<file path="config.mk">
export PLATFORM = sky130hd
export DESIGN_NAME = pipe_stage_buf
export DESIGN_NICKNAME = d
export VERILOG_FILES = /design/src/rtl/pipe_stage_buf.sv
export SDC_FILE = /design/constraint.sdc
export NUM_CORES = 1
export LEC_CHECK = 0
export ABC_CLOCK_PERIOD_IN_PS = 8660
export BUFFER_PORTS_ARGS = -buffer_cell sky130_fd_sc_hd__buf_2
export CAP_MARGIN = 30
export CORE_MARGIN = 1.5
export CORE_UTILIZATION = 53
export DETAILED_ROUTE_END_ITERATION = 8
export PLACE_DENSITY = 0.79
export RECOVER_POWER = 50
export SETUP_SLACK_MARGIN = 0.05
export SLEW_MARGIN = 0
export SYNTH_ARGS = -nofsm -noshare
export SYNTH_HDL_FRONTEND = slang
export SYNTH_SLANG_ARGS = --single-unit
</file>
<file path="constraint.sdc">
create_clock -name clk -period 8.66 [get_ports clk]
set_input_delay 1.299 -clock clk [delete_from_list [all_inputs] [get_ports clk]]
set_output_delay 1.299 -clock clk [all_outputs]
set_load 0.01 [all_outputs]
</file>
<file path="src/rtl/pipe_stage_buf.sv">
// Pipeline-stage register with valid/ready handshake, optional skid entry,
// flush that preserves a KEEP field, and a saturating stall counter.
module pipe_stage_buf #(
  parameter int                        DATA_W    = 64,
  parameter int                        KEEP_W    = 32,
  parameter logic [DATA_W-KEEP_W-1:0]  FLUSH_VAL = '0,
  parameter bit                        SKID      = 1'b1,
  parameter int                        CNT_W     = 16
) (
  input  logic              clk,
  input  logic              rst,
  input  logic              flush,
  input  logic              in_valid,
  output logic              in_ready,
  input  logic [DATA_W-1:0] in_data,
  output logic              out_valid,
  input  logic              out_ready,
  output logic [DATA_W-1:0] out_data,
  output logic [1:0]        occupancy,
  output logic [CNT_W-1:0]  stall_cnt
);

  // Encoding chosen so bit0 is main_valid and bit1 is skid_valid.
  typedef enum logic [1:0] {
    EMPTY = 2'b00,
    HALF  = 2'b01,
    FULL  = 2'b11
  } state_t;

  state_t            state_q, state_d;
  logic [DATA_W-1:0] main_q, main_d;
  logic [DATA_W-1:0] skid_q, skid_d;
  logic [DATA_W-1:0] flush_data;
  logic              in_fire, out_fire;

  assign out_valid = state_q[0];
  assign out_data  = main_q;
  assign in_fire   = in_valid & in_ready;
  assign out_fire  = out_valid & out_ready;
  assign occupancy = {1'b0, state_q[0]} + {1'b0, state_q[1]};

  generate
    if (SKID) begin : g_skid
      assign in_ready = ~state_q[1];
    end else begin : g_noskid
      assign in_ready = out_ready | ~state_q[0];
    end

    if (KEEP_W > 0) begin : g_keep
      assign flush_data = {in_data[DATA_W-1 -: KEEP_W], FLUSH_VAL};
    end else begin : g_nokeep
      assign flush_data = DATA_W'(FLUSH_VAL);
    end
  endgenerate

  // With SKID=0, in_fire in HALF implies out_ready, so FULL is unreachable.
  always_comb begin
    // NOTE: every output of this block gets a default first so no path
    // leaves it unassigned, which would otherwise infer a latch.
    state_d = state_q;
    main_d  = main_q;
    skid_d  = skid_q;
    if (flush) begin
      state_d = EMPTY;
      main_d  = flush_data;
    end else begin
      unique case (state_q)
        EMPTY: if (in_fire) begin
          state_d = HALF;
          main_d  = in_data;
        end
        HALF: begin
          if (in_fire && out_ready) begin
            main_d = in_data;
          end else if (in_fire) begin
            state_d = FULL;
            skid_d  = in_data;
          end else if (out_fire) begin
            state_d = EMPTY;
          end
        end
        FULL: if (out_fire) begin
          state_d = HALF;
          main_d  = skid_q;
        end
        default: state_d = EMPTY;
      endcase
    end
  end

  // NOTE: sequential state uses non-blocking assignments so every flop
  // samples pre-edge values regardless of statement order.
  always_ff @(posedge clk) begin
    if (rst) begin
      state_q   <= EMPTY;
      main_q    <= DATA_W'(FLUSH_VAL);
      stall_cnt <= '0;
    end else begin
      state_q <= state_d;
      main_q  <= main_d;
      if (out_valid && !out_ready && (stall_cnt != '1))
        stall_cnt <= stall_cnt + 1'b1;
    end
  end

  // NOTE: the skid payload is deliberately not reset; state_q[1] guards it,
  // so a reset would only add fan-out on rst for no functional gain.
  always_ff @(posedge clk) begin
    skid_q <= skid_d;
  end

endmodule

</file>
==> results of run 1 <==
==> cell usage in the layout, fill, tap and decap left out, drive strengths merged, types with 3 or more instances in the layout <==
master and instances:
o31ai 6, ha 5, dfxtp 82, mux2i 65
nor3 36, clkbuf 143, mux2 4, nand2b 3
nand2 7, nor2 39, a211oi 67, clkinv 5
o21ai 4, or2 4, inv 6, edfxtp 64
a21oi 12, nand4 5, nand3 6, nor2b 6
or4 5, buf 42
==> cells by family after synthesis <==
group	Yosys count	share of synthesized area, %
DFF	146	58.4
buffers and inverters	45	4.23
and+or+nand+nor	123	10.3
adders and majority gates	5	1.03
muxes	69	11.4
AOI/OAI and AO/OA	102	14.6
==> Yosys cell counts (2+ instances only) <==
library cell	count	area [sq um]
buf_12	3	60.1
clkbuf_1	9	33.8
or4_1	5	37.5
mux2_1	4	45.0
or2_1	3	18.8
edfxtp_1	64	1920
o31ai_1	6	45.0
or3_1	2	12.5
buf_4	3	22.5
buf_1	6	22.5
mux2i_1	65	651
o21ai_0	4	20.0
nand4_1	5	31.3
dfxtp_1	82	1640
nand3_1	6	30.0
nor3_1	36	180
ha_1	5	62.6
nor2b_1	6	37.5
a222oi_1	2	20.0
a21oi_1	12	60.1
nor2_1	39	146
buf_2	17	85.1
inv_1	6	22.5
and2_1	2	12.5
o21bai_1	2	15.0
nand2b_1	2	12.5
nand2_1	7	26.3
nor4_1	2	12.5
a211oi_1	37	278
a211oi_2	30	375
==> registers in the layout (all words and copies together) (netlist names) <==
register   flops
state_q        2
out_data      64
stall_cnt     16
skid_q        64
==> worst min-delay path, stage by stage (launching register included) <==
cell and delay [ns]:
dfxtp_1 0.31, nor2_1 0.09, a211oi_1 0.05
==> worst paths after layout <==
check                                  start      endpoint  slack [ns]  cells past startpoint
worst max-delay path                     rst  out_data[11]        4.25                      5
worst max register to register    state_q[1]  out_data[47]        5.69                      8
worst min-delay path            out_data[12]  out_data[12]        0.50                      2
worst min register to register  out_data[12]  out_data[12]        0.50                      2
==> layer usage <==
metal / share of wire (%) / global-route usage, % / routed length (microns) / up-vias
li1: - / - / - / 2163
met1: 44 / 30.0 / 6100 / 2127
met2: 48 / 39.0 / 6760 / 135
met3: 6.8 / 8.11 / 948 / 16
met4: 1.1 / 7.60 / 157 / 0
met5: 0 / 0 / 0 / -
==> metrics by stage <==
step	setup WS, ns	instance area (sq um)	instances
finish	4.25	7310	784
global route	4.00	7310	784
CTS	5.67	7470	784
detailed placement	5.24	6910	752
global placement	5.28	6870	750
floorplan	2.10	6100	490
==> power by group through the flow <==
stage / registers, mW / clock network [mW] / logic [mW]
5_1_grt: 0.763 / 0.733 / 0.166
4_1_cts: 0.760 / 0.701 / 0.159
6_report: 0.761 / 0.691 / 0.150
3_3_place_gp: 0.773 / 0 / 0.151
3_5_place_dp: 0.774 / 0 / 0.158
2_1_floorplan: 0.784 / 0 / 0.0925
==> area by class of cell <==
| cell class | count | share of cell area [%] |
|---|---|---|
| multi-input combinational | 299 | 31.3 |
| clock buffer | 24 | 6.31 |
| sequential | 146 | 48.7 |
| tap | 140 | 2.39 |
| inverter | 6 | 0.308 |
| clock inverter | 8 | 1.23 |
| timing repair buffer | 161 | 9.70 |
==> results.py, run 1 <==
metrics = {
    "routing": {
        "vias_per_cell": 5.66,
        "wl_per_cell_microns": 17.8,
        "first_pass_iters": 4,
        "drt_iter0_markers": 209,
        "dr_total_vias": 4441,
        "wirelength_mm": 14.0,
        "ant_nets": 0,
        "drc": 0,
    },
    "logic_synthesis": {
        "syn_area_sq_um": 6100,
        "synth_edf_count": 64,
        "synthFlopType": "dfxtp_1",
        "async_flop_share_pct": 0,
        "ys_types": 48,
        "synthesis.nets": 564,
        "syn_avg_cell_area_sq_um": 12.4,
        "ys.warnings.count": 0,
        "synth-seq-cells": 146,
        "synthCells": 490,
        "yosysSeqAreaShare_pct": 58.4,
    },
    "setup_path": {
        "cp_top_family": "buffers and inverters",
        "critPathMaxStageDelay_ns": 2.22,
        "end_kind": "register",
        "path_cells": "buf_2 -> clkbuf_1 -> or2_1 -> buf_4 -> a211oi_1",
        "cpMaxStageDelayCell": "clkbuf_1",
        "worstPathArrival_ns": 4.68,
        "cp-start-kind": "input port",
        "crit_type": "in -> reg",
        "cp_max_fo": 54,
        "critPathBufInv": 3,
        "cp_data_required_time_ns": 8.93,
    },
    "pwr": {
        "internal_power_mw": 1.23,
        "pwr-share-clk_pct": 43.1,
        "seqPwrFrac_pct": 47.5,
        "combinationalPowerShare_pct": 9.4,
        "p_leak_nw": 2.37,
        "switchingPower_uw": 375,
        "power_mw": 1.60,
        "powerDensity_nw_per_um2": 219,
        "swShare_pct": 23.4,
        "ir_worst_vdd_uv": 161,
    },
    "cts": {
        "hold_buffers": 0,
        "cts_made_buffers": 17,
        "clkSinkCount": 146,
        "cts_resized": 0,
        "cts_tree": "yes",
        "insertion_delay_ns": 0.42,
        "clkTransAtPathRegs_ns": 0.06,
        "cts_buffer_depth": 2,
        "cts-htree-levels": 4,
        "clockRootBuffer": "clkbuf_16",
        "cts_setup_buffers": 0,
    },
    "die": {
        "die_width_microns": 110,
        "design.die.area_sq_um": 12200,
        "dieHeight_microns": 110,
        "initial_utilization_pct": 55.3,
        "ios": 153,
        "coreArea_sq_um": 11000,
        "num_rows": 38,
    },
    "timing": {
        "setup_viol": 0,
        "relSlewSlack_pct": -109,
        "clock_skew_ns": 0.00804,
        "fin_setup_tns_ns": 0,
        "rsz0062_at_grt": "no",
        "period_share_pct": 50.9,
        "worst_slew_pin_slew_ns": 3.14,
        "fin_crit_ns": 4.41,
        "hold_ws_ns": 0.500,
        "maxSlewViolCount": 55,
        "fmax_mhz": 227,
        "finalHoldViolations": 0,
    },
    "min_path": {
        "min_path_type": "reg -> reg",
    },
    "cells_and_area": {
        "utilization_pct": 66.3,
        "syn_to_final_growth_pct": 19.9,
        "seqCellArea_sq_um": 3560,
        "fillers": 884,
        "layout.nets": 705,
        "drive_gt1_share_pct": 15.7,
        "antennaDiodeCount": 0,
        "multi_input_area_sq_um": 2290,
    },
    "placed_design": {
        "gp_congestion": 0.789,
        "hpwl_mm": 9.38,
        "portBuffers": 152,
    },
    "grt": {
        "first_global_vias": 4399,
        "grt_usage_pct": 23.9,
        "overflow": 0,
        "grt_max_degree": 65,
        "antenna_found_initial": 0,
        "grt_pass1_wl_mm": 22.0,
    },
    "flow_run": {
        "maxCapViolCount": 1,
    },
    "status": {
        "violations": "capacitance limit, slew limit",
        "run_status": "finished with violations",
    },
}
Power figures use the tool's default switching activity.
==> inputs of run 2 (changes only) <==
ABC_AREA = 1   (was not set)
ABC_CLOCK_PERIOD_IN_PS = 4360   (was 8660)
PLACE_DENSITY = 0.78   (was 0.79)
clock period = 4.36 ns   (was 8.66 ns; I/O delays follow)
==> results.py, run 2 <==
metrics = {
    "status": {
        "run_status": "finished with violations",
        "violations": "DRC",
    },
    "grt": {
        "grt_max_degree": 58,
        "first_global_vias": 4999,
        "grt_pass1_wl_mm": 24.2,
        "grt_usage_pct": 24.3,
        "overflow": 0,
        "antenna_found_initial": 0,
    },
    "logic_synthesis": {
        "synth_edf_count": 64,
        "async_flop_share_pct": 0,
        "synthesis.nets": 809,
        "synth-seq-cells": 146,
        "synth_top_area_share_pct": 30.5,
        "yosysSeqAreaShare_pct": 56.6,
        "synth_top_area_cell": "edfxtp_1",
        "yosysMostFrequentCell": "nand2_1",
        "syn_avg_cell_area_sq_um": 8.56,
        "ys.warnings.count": 0,
        "ys_types": 22,
        "synthTopCellsByCount": "nand2_1 (182), nor2_1 (105), nand3_1 (83), dfxtp_1 (82), edfxtp_1 (64)",
        "synthFlopType": "dfxtp_1",
        "synth_area_leaders": "edfxtp_1 (31%), dfxtp_1 (26%), nand2_1 (11%)",
        "synthCells": 735,
        "syn_area_sq_um": 6290,
    },
    "timing": {
        "setup_viol": 0,
        "hold_ws_ns": 0.427,
        "period_share_pct": 63.6,
        "clock_skew_ns": 0.00622,
        "fmax_mhz": 361,
        "maxSlewViolCount": 0,
        "finalHoldViolations": 0,
        "fin_setup_tns_ns": 0,
        "rsz0062_at_grt": "no",
        "relSlewSlack_pct": 43.3,
        "fin_crit_ns": 2.77,
        "worst_slew_pin_slew_ns": 0.847,
    },
    "placed_design": {
        "placed_area_sq_um": 7130,
        "gp_congestion": 0.929,
        "portBuffers": 152,
        "hpwl_mm": 10.0,
    },
    "cells_and_area": {
        "final_cell_mix": "nand2_1 (182), clkbuf_1 (132), nor2_1 (103), nand3_1 (83), dfxtp_1 (82)",
        "antennaDiodeCount": 0,
        "final_common_cell": "nand2_1",
        "syn_to_final_growth_pct": 20.1,
        "layout.nets": 946,
        "drive_gt1_share_pct": 7.91,
        "utilization_pct": 65.6,
        "fin_area_sq_um": 7560,
    },
    "routing": {
        "first_pass_iters": 8,
        "ant_nets": 0,
        "vias_per_cell": 5.36,
        "drc": 10,
        "wirelength_mm": 15.0,
        "drt_iter0_markers": 454,
        "wl_per_cell_microns": 14.6,
        "dr_total_vias": 5510,
    },
    "cts": {
        "cts_setup_buffers": 0,
        "cts-htree-levels": 4,
        "clkTransAtPathRegs_ns": 0.06,
        "hold_buffers": 0,
        "cts_resized": 0,
        "cts_tree": "yes",
        "clkSinkCount": 146,
        "cts_made_buffers": 17,
        "insertion_delay_ns": 0.41,
        "cts_buffer_depth": 2,
        "clockRootBuffer": "clkbuf_16",
    },
    "pwr": {
        "powerDensity_nw_per_um2": 449,
        "swShare_pct": 26.0,
        "switchingPower_uw": 881,
        "internal_power_mw": 2.51,
        "combinationalPowerShare_pct": 13.3,
        "p_leak_nw": 2.92,
        "ir_worst_vdd_uv": 341,
        "seqPwrFrac_pct": 45.6,
        "pwr-share-clk_pct": 41.2,
    },
    "setup_path": {
        "worstPathArrival_ns": 3.12,
        "cp_max_fo": 33,
        "cp-start-kind": "register",
        "end_kind": "register",
        "cp_data_required_time_ns": 4.71,
        "crit_type": "reg -> reg",
    },
    "die": {
        "coreArea_sq_um": 11500,
        "initial_utilization_pct": 54.7,
        "ios": 153,
        "num_rows": 39,
        "die_width_microns": 112,
        "design.die.area_sq_um": 12500,
        "dieHeight_microns": 112,
    },
    "min_path": {
        "min_path_type": "in -> reg",
    },
    "flow_run": {
        "maxCapViolCount": 0,
    },
}
==> run 2: worst max-delay path, cell delays in order (launching register included) <==
cell and delay [ns]:
dfxtp_1 0.44, ha_2 0.54, inv_2 0.18, nand4_1 0.15, nand2_2 0.37, nor2_2 0.58, buf_6 0.24, o21ai_0 0.09
nor2_1 0.11
==> run 2: path summary, 6_finish.rpt <==
kind	startpoint	end	slack (ns)	cells after the start
setup reg to reg	state_q[1]	out_data[61]	1.59	8
hold reg to reg	out_data[23]	out_data[23]	0.47	2
hold / removal	in_data[61]	skid_q[61]	0.43	1
setup / recovery	state_q[1]	out_data[61]	1.59	8
==> run 2: cell type report <==
class	count	area [sq um]
fillers	973	3960
multi-input cells	517	2440
clock inverters	9	77.6
inverters	28	105
clock buffers	23	499
well taps	143	179
repair buffers	162	697
flip-flops and latches	146	3560
==> run 2: kinds of logic after synthesis <==
logic type	after synthesis	synth area share (%)
AO/OA/AOI/OAI	80	6.68
adder cells (fa/ha/maj)	5	0.994
buffers and inverters	72	5.07
flip-flops	146	56.6
multiplexers	24	3.82
AND/OR/NAND/NOR	408	26.8
==> run 2: per-stage QoR <==
stage,setup slack [ns],instances,power (mW)
2_1_floorplan,0.287,735,1.88
3_3_place_gp,1.57,994,2.02
3_5_place_dp,1.35,995,2.04
4_1_cts,1.33,1027,3.43
5_1_grt,1.25,1028,3.53
6_report,1.59,1028,3.39
==> run 2: power groups by stage <==
stage | clock network (mW) | logic [mW] | registers (mW)
2_1_floorplan | 0 | 0.277 | 1.60
3_3_place_gp | 0 | 0.452 | 1.57
3_5_place_dp | 0 | 0.468 | 1.57
4_1_cts | 1.42 | 0.471 | 1.54
5_1_grt | 1.47 | 0.506 | 1.56
6_report | 1.40 | 0.450 | 1.55
==> run 2: metal layers <==
metal	global-route usage [%]	vias up	routed length (microns)
li1	-	2728	-
met1	32.1	2566	6600
met2	38.7	189	7030
met3	5.93	27	1040
met4	10.1	0	339
met5	0	-	0
